**src/rtl/vram_rect_writer.sv**
```systemverilog
// Rectangle-fill write engine for the VGA frame buffer: takes a clipped
// rectangle + colour from the host and streams one pixel write per cycle.
module vram_rect_writer #(
    parameter int H_RES = 640,
    parameter int V_RES = 480
) (
    input  logic        clk,
    input  logic        rst,
    input  logic        cmd_valid,
    output logic        cmd_ready,
    input  logic [9:0]  cmd_x0,
    input  logic [8:0]  cmd_y0,
    input  logic [9:0]  cmd_x1,
    input  logic [8:0]  cmd_y1,
    input  logic [11:0] cmd_color,
    input  logic        stall,
    output logic        wr_en,
    output logic [18:0] wr_addr,
    output logic [11:0] wr_data,
    output logic        busy,
    output logic        done
);

    localparam logic [9:0] X_MAX = 10'(H_RES - 1);
    localparam logic [8:0] Y_MAX = 9'(V_RES - 1);

    typedef enum logic [1:0] {
        IDLE = 2'd0,
        FILL = 2'd1,
        DONE = 2'd2
    } state_t;

    state_t      state_q, state_d;
    logic [9:0]  x_q, x_d;
    logic [8:0]  y_q, y_d;
    logic [9:0]  x0c_q, x0c_d;
    logic [9:0]  x1c_q, x1c_d;
    logic [8:0]  y1c_q, y1c_d;
    logic [11:0] color_q, color_d;

    logic        wr_en_q, wr_en_d;
    logic [18:0] wr_addr_q, wr_addr_d;
    logic [11:0] wr_data_q, wr_data_d;
    logic        busy_q, busy_d;
    logic        done_q, done_d;
    logic        cmd_ready_q, cmd_ready_d;

    logic [9:0]  cx0, cx1;
    logic [8:0]  cy0, cy1;
    logic        empty;

    // Clip at accept time so the fill loop never leaves the visible area.
    always_comb begin
        cx0   = (cmd_x0 > X_MAX) ? X_MAX : cmd_x0;
        cx1   = (cmd_x1 > X_MAX) ? X_MAX : cmd_x1;
        cy0   = (cmd_y0 > Y_MAX) ? Y_MAX : cmd_y0;
        cy1   = (cmd_y1 > Y_MAX) ? Y_MAX : cmd_y1;
        empty = (cx0 > cx1) || (cy0 > cy1);
    end

    always_comb begin
        state_d = state_q;
        x_d     = x_q;
        y_d     = y_q;
        x0c_d   = x0c_q;
        x1c_d   = x1c_q;
        y1c_d   = y1c_q;
        color_d = color_q;

        case (state_q)
            IDLE: begin
                if (cmd_valid && cmd_ready_q) begin
                    x_d     = cx0;
                    y_d     = cy0;
                    x0c_d   = cx0;
                    x1c_d   = cx1;
                    y1c_d   = cy1;
                    color_d = cmd_color;
                    state_d = empty ? DONE : FILL;
                end
            end
            FILL: begin
                // Compare before increment so x/y never wrap at the port width.
                if (!stall) begin
                    if (x_q < x1c_q) begin
                        x_d = x_q + 10'd1;
                    end else if (y_q < y1c_q) begin
                        x_d = x0c_q;
                        y_d = y_q + 9'd1;
                    end else begin
                        state_d = DONE;
                    end
                end
            end
            DONE:    state_d = IDLE;
            default: state_d = IDLE;
        endcase

        // Outputs are registered copies of what the next state presents.
        wr_en_d     = (state_d == FILL);
        wr_addr_d   = (state_d == FILL) ? {x_d, y_d} : 19'd0;
        wr_data_d   = (state_d == FILL) ? color_d : 12'd0;
        busy_d      = (state_d == FILL);
        done_d      = (state_d == DONE);
        cmd_ready_d = (state_d == IDLE);
    end

    always_ff @(posedge clk) begin
        if (!rst) begin
            state_q     <= IDLE;
            x_q         <= '0;
            y_q         <= '0;
            x0c_q       <= '0;
            x1c_q       <= '0;
            y1c_q       <= '0;
            color_q     <= '0;
            wr_en_q     <= 1'b0;
            wr_addr_q   <= '0;
            wr_data_q   <= '0;
            busy_q      <= 1'b0;
            done_q      <= 1'b0;
            cmd_ready_q <= 1'b1;
        end else begin
            state_q     <= state_d;
            x_q         <= x_d;
            y_q         <= y_d;
            x0c_q       <= x0c_d;
            x1c_q       <= x1c_d;
            y1c_q       <= y1c_d;
            color_q     <= color_d;
            wr_en_q     <= wr_en_d;
            wr_addr_q   <= wr_addr_d;
            wr_data_q   <= wr_data_d;
            busy_q      <= busy_d;
            done_q      <= done_d;
            cmd_ready_q <= cmd_ready_d;
        end
    end

    assign cmd_ready = cmd_ready_q;
    assign wr_en     = wr_en_q;
    assign wr_addr   = wr_addr_q;
    assign wr_data   = wr_data_q;
    assign busy      = busy_q;
    assign done      = done_q;

endmodule

```
**config.mk**
```make
export PLATFORM = sky130hd
export DESIGN_NAME = vram_rect_writer
export DESIGN_NICKNAME = d
export VERILOG_FILES = /design/src/rtl/vram_rect_writer.sv
export SDC_FILE = /design/constraint.sdc
export NUM_CORES = 1
export LEC_CHECK = 0
export ABC_AREA = 0
export BUFFER_PORTS_ARGS = -buffer_cell sky130_fd_sc_hd__clkbuf_2
export CORE_ASPECT_RATIO = 1.25
export CORE_MARGIN = 4
export CORE_UTILIZATION = 40
export CTS_BUF_LIST = sky130_fd_sc_hd__clkbuf_2
export DETAILED_ROUTE_END_ITERATION = 16
export SYNTH_ARGS = -nofsm -noshare
export SYNTH_HDL_FRONTEND = slang
export SYNTH_SLANG_ARGS = --single-unit
```
**constraint.sdc**
```tcl
create_clock -name clk -period 2.7 [get_ports clk]
set_input_delay 0 -clock clk [delete_from_list [all_inputs] [get_ports clk]]
set_output_delay 0 -clock clk [all_outputs]
set_load 0.02 [all_outputs]
```
Word-level counts from Yosys, hierarchy flattened
Index checks and enable logic that the tools add are counted.

word-level totals
  register bits after elaboration = 96
  bits of input ports = 54
  output and inout port bits = 35
  logic and storage cells = 53

cells by class
  $add $sub $neg = 2
  order comparisons = 8
  eq/ne operators = 3
  multiplexer cells = 22
  reduce and logical (&&, ||, !) cells = 6

operators by type and width
  operator                 count
  $mux W10                 6
  $mux W9                  6
  $mux W12                 2
  $gt A10 B10 Y1 const B   2
  $pmux W10 S2             1
  $gt A9 B9 Y1 const B     2
  $pmux W9 S2              1
  $add A10 B1 Y10 const B  1
  $gt A10 B10 Y1           1
  $lt A10 B10 Y1           1
  $mux W2                  5
  $add A9 B1 Y9 const B    1
  $gt A9 B9 Y1             1
  $lt A9 B9 Y1             1
  $eq A2 B1 Y1 const B     2
  $logic_not A2 Y1         2
  $pmux W2 S2              1
  $reduce_and A2 Y1        2
  $eq A2 B2 Y1 const B     1
  $logic_and A1 B1 Y1      1
  $logic_or A1 B1 Y1       1

Logic depth before layout (Yosys ltp)
  depth after elaboration = 9
  depth in mapped cells = 12
  depth with buffers taken out = 11

Least setup slack after synthesis
OpenSTA, ideal clock, no wires.

  path kind = flip-flop to flip-flop
  start point = register x1c_q[5]
  end point = register y_q[5]
  library setup time = 0.115 ns
  arrival time = 2.220 ns
  data required time = 2.585 ns
  path slack = 0.365 ns
  cell stages (with the launch flop) = 9
  buffers on the path = 0
  clock period less this slack = 2.335 ns
  cell sequence = dfxtp_1 inv_1 ha_1 a41oi_1 or3_4 a2111oi_4 nand4_1 a311o_1 and2_1

between the ends
  cells in the longest elaborated chain, start to end = 4

ends and longest elaborated chain
  item                    line  text
  from (decl)             37    logic [9:0] x1c_q, x1c_d;
  from (signal assigned)  114   x1c_q <= '0;
  from (signal assigned)  128   x1c_q <= x1c_d;
  $lt A10 B10 Y1          85    if (x_q < x1c_q) begin
  $mux W9                 85
  $mux W9                 84    if (!stall) begin
  $pmux W9 S2             70    case (state_q)
  to (signal assigned)    126   y_q <= y_d;
  to (decl)               35    logic [8:0] y_q, y_d;

Every way passes these cells.
A chain may end at the register's enable or synchronous reset.

Worst setup path after layout
  start point = register x1c_q[4]
  end point = register y_q[5]

Same word-level chain as after synthesis.

==> flow_metrics.env <==
export IMPL_drive_gt1_frac=0.235
export IMPL_ys_seq_area_frac=0.381
export IMPL_slew_headroom=0.482
export IMPL_clockBufferDepth=2
export IMPL_tightestPinTransition_ps=776
export IMPL_timing_fmax_ghz=0.384
export IMPL_fp_coreArea_um2=12300
export IMPL_peakVddDrop_mv=0.306
export IMPL_status="finished clean"
export IMPL_grt_remaining_overflow=0
export IMPL_antenna_found_initial=0
export IMPL_drtIter0Drc=246
export IMPL_slew_violations=0
export IMPL_synth_ff_type="dfxtp_1"
export IMPL_crit_required_ps=3220
export IMPL_synth_nets=713
export IMPL_fillers=1262
export IMPL_power_density_nw_per_um2=662
export IMPL_clock_skew_ps=34.7
export IMPL_critPathMaxStageDelay_ps=440
export IMPL_nets=873
export IMPL_crit_slowest_cell="or3_4"
export IMPL_clk_insertion_delay_late_ps=590
export IMPL_post_route_cell_area_um2=6620
export IMPL_ys_warn_count=0
export IMPL_leakage_uw=0.00286
export IMPL_worst_setup_path_start_kind="register"
export IMPL_synth_edf_count=0
export IMPL_n_antenna_cell=0
export IMPL_initial_core_util=0.411
export IMPL_grt_setup_unrepaired="true"
export IMPL_cp_arrival_ps=3120
export IMPL_hp_class="in -> reg"
export IMPL_yosysUniqueCellTypes=65
export IMPL_vias=5153
export IMPL_areaGrowthSynthToFinish_pct=31.2
export IMPL_gp_congestion=0.890
export IMPL_cts_buffers=9
export IMPL_ant_nets=0
export IMPL_htreeDepth=3
export IMPL_grt_pass1_wl_um=25900
export IMPL_boundaryPins=89
export IMPL_maxCapViolations=0
export IMPL_period_minus_slack_ps=2600
export IMPL_period_share=0.964
export IMPL_grt_max_degree=54
export IMPL_hold_viol_final=0
export IMPL_die_area_um2=14500
export IMPL_portBuffers=88
export IMPL_synth_seq_cells=96
export IMPL_place_area_um2=5870
export IMPL_fin_util=0.540
export IMPL_fp_dieH_um=134
export IMPL_syn_cell_area_um2=5050
export IMPL_wl_per_cell_um=17.3
export IMPL_routed_via_density=5.42
export IMPL_setup_violations=0
export IMPL_clockRootBuffer="clkbuf_2"
export IMPL_grt_pass1_vias=5093
export IMPL_drtPass1Iterations=6
export IMPL_cts_sinks=96
export IMPL_synth_cells=621
export IMPL_path_clk_slew_ps=290
export IMPL_avgSynthCellArea_um2=8.13
export IMPL_cts_tree="yes"
export IMPL_routed_wl_um=16400
export IMPL_crit_path_max_fanout=6
export IMPL_die_x_um=108
export IMPL_grtUsageTotal=0.229
export IMPL_crit_chain="inv_1, ha_1, a41oi_2, or3_4, a2111oi_4, buf_4, nand4_1, a311o_1, and2_1"
export IMPL_drc=0
export IMPL_crit_type="reg -> reg"
export IMPL_async_reset_ff_frac=0
export IMPL_critPathCaptureType="register"
export IMPL_fp_row_count=45
export IMPL_dp_hpwl_um=12100
-- what timing repair did --
action | 4_1_cts | 5_1_grt
pin swaps | 1 | 5
resized for setup | 5 | 16
setup buffers | 4 | 4
setup endpoints to repair | 22 | 46
hold buffers | 48 | 0
endpoints found under the hold margin | 73 | 0
-- final cells by class --
type	instances	area [µm²]	share of cell area
tap	164	205	0.0310
inverter	32	120	0.0181
timing repair buffer	185	1300	0.196
clock inverter	7	81.3	0.0123
sequential	96	1930	0.291
multi-input combinational	457	2940	0.444
clock buffer	9	45.0	0.00680
-- critical path: cells and delay by family, from the launching register on --
kind	cells	cell delay (ps)
AO/OA/AOI/OAI	3	870
adder cells (fa/ha/maj)	1	330
buffers and inverters	2	240
flip-flops	1	400
AND/OR/NAND/NOR	3	700
-- final timing paths --
path / from / endpoint / slack (ps) / cells past startpoint
setup reg to reg: x1c_q[4] / y_q[5] / 100 / 9
setup / recovery: x1c_q[4] / y_q[5] / 100 / 9
hold / removal: cmd_y0[1] / y_q[1] / 50 / 6
hold reg to reg: x1c_q[9] / x1c_q[9] / 480 / 2
-- registers in the layout (all words and copies together) (netlist names) --
register and count:
wr_addr 19, color_q 12, wr_data 12, x0c_q 10
x1c_q 10, x_q 10, y1c_q 9, y_q 9
state_q 2, busy 1, cmd_ready 1, done 1
-- through the flow --
stage / total power [µW] / hold WS (ps) / std cells / setup TNS, ps / setup slack, ps
5_1_grt: 4700 / 48.1 / 950 / -19.1 / -14.0
3_3_place_gp: 3430 / 253 / 878 / -443 / -98.8
4_1_cts: 4320 / 1.48 / 946 / 0 / 18.8
2_1_floorplan: 2840 / 136 / 621 / 0 / 365
3_5_place_dp: 3460 / 253 / 878 / -791 / -97.4
6_report: 4390 / 47.6 / 950 / 0 / 97.7
-- per-layer routing --
| metal | up-vias | global-route usage | routed length, µm |
|---|---|---|---|
| met5 | - | 0 | 0 |
| met4 | 0 | 0.101 | 587 |
| met3 | 37 | 0.0281 | 648 |
| met2 | 151 | 0.413 | 8820 |
| met1 | 2439 | 0.267 | 6380 |
| li1 | 2526 | - | - |
-- cell families after synthesis --
group / share of synthesized area
fa+ha+maj: 0.0942
flops: 0.381
simple gates: 0.238
compound gates: 0.207
buf+inv: 0.0540
mux: 0.0258
-- synth_stat cells, types with 3 or more instances --
library cell,number,area [µm²]
a211oi_1,20,150
a22oi_1,12,90.1
nor2b_1,9,56.3
nand4_1,6,37.5
inv_1,29,109
o22ai_1,6,37.5
mux2i_1,13,130
o21a_1,6,45.0
a31oi_1,5,31.3
a21oi_1,34,170
dfxtp_1,96,1920
nor2_1,109,409
and2_1,8,50.1
o21ai_0,17,85.1
nor3_1,16,80.1
ha_1,38,475
o311ai_0,3,26.3
buf_2,5,25.0
nand2_1,50,188
o211ai_1,4,30.0
a311oi_1,3,26.3
nand3_1,25,125
clkbuf_1,29,109
and3_1,4,25.0
a311o_1,3,30.0
and3_2,3,22.5
nor4_1,3,18.8
o22a_1,5,43.8
nand2b_1,15,93.8
-- where the power goes --
group / internal (µW) / switching (µW)
logic: 828 / 1130
clock network: 162 / 559
registers: 1600 / 115
total: 2590 / 1800
-- cell usage in the layout (no fill, tap or decap), drive strengths merged, types with 7 or more instances in the layout --
cell and instances:
buf 49, a21oi 34, nand3 25, nand2 50
and3 7, ha 38, nor2 109, clkbuf 97
and2 10, inv 34, mux2i 13, a211oi 20
dlygate4sd3 48, o21ai 18, nor2b 9, a22oi 12
nor3 16, dfxtp 96, nand2b 15
(Power assumes the default switching activity.)
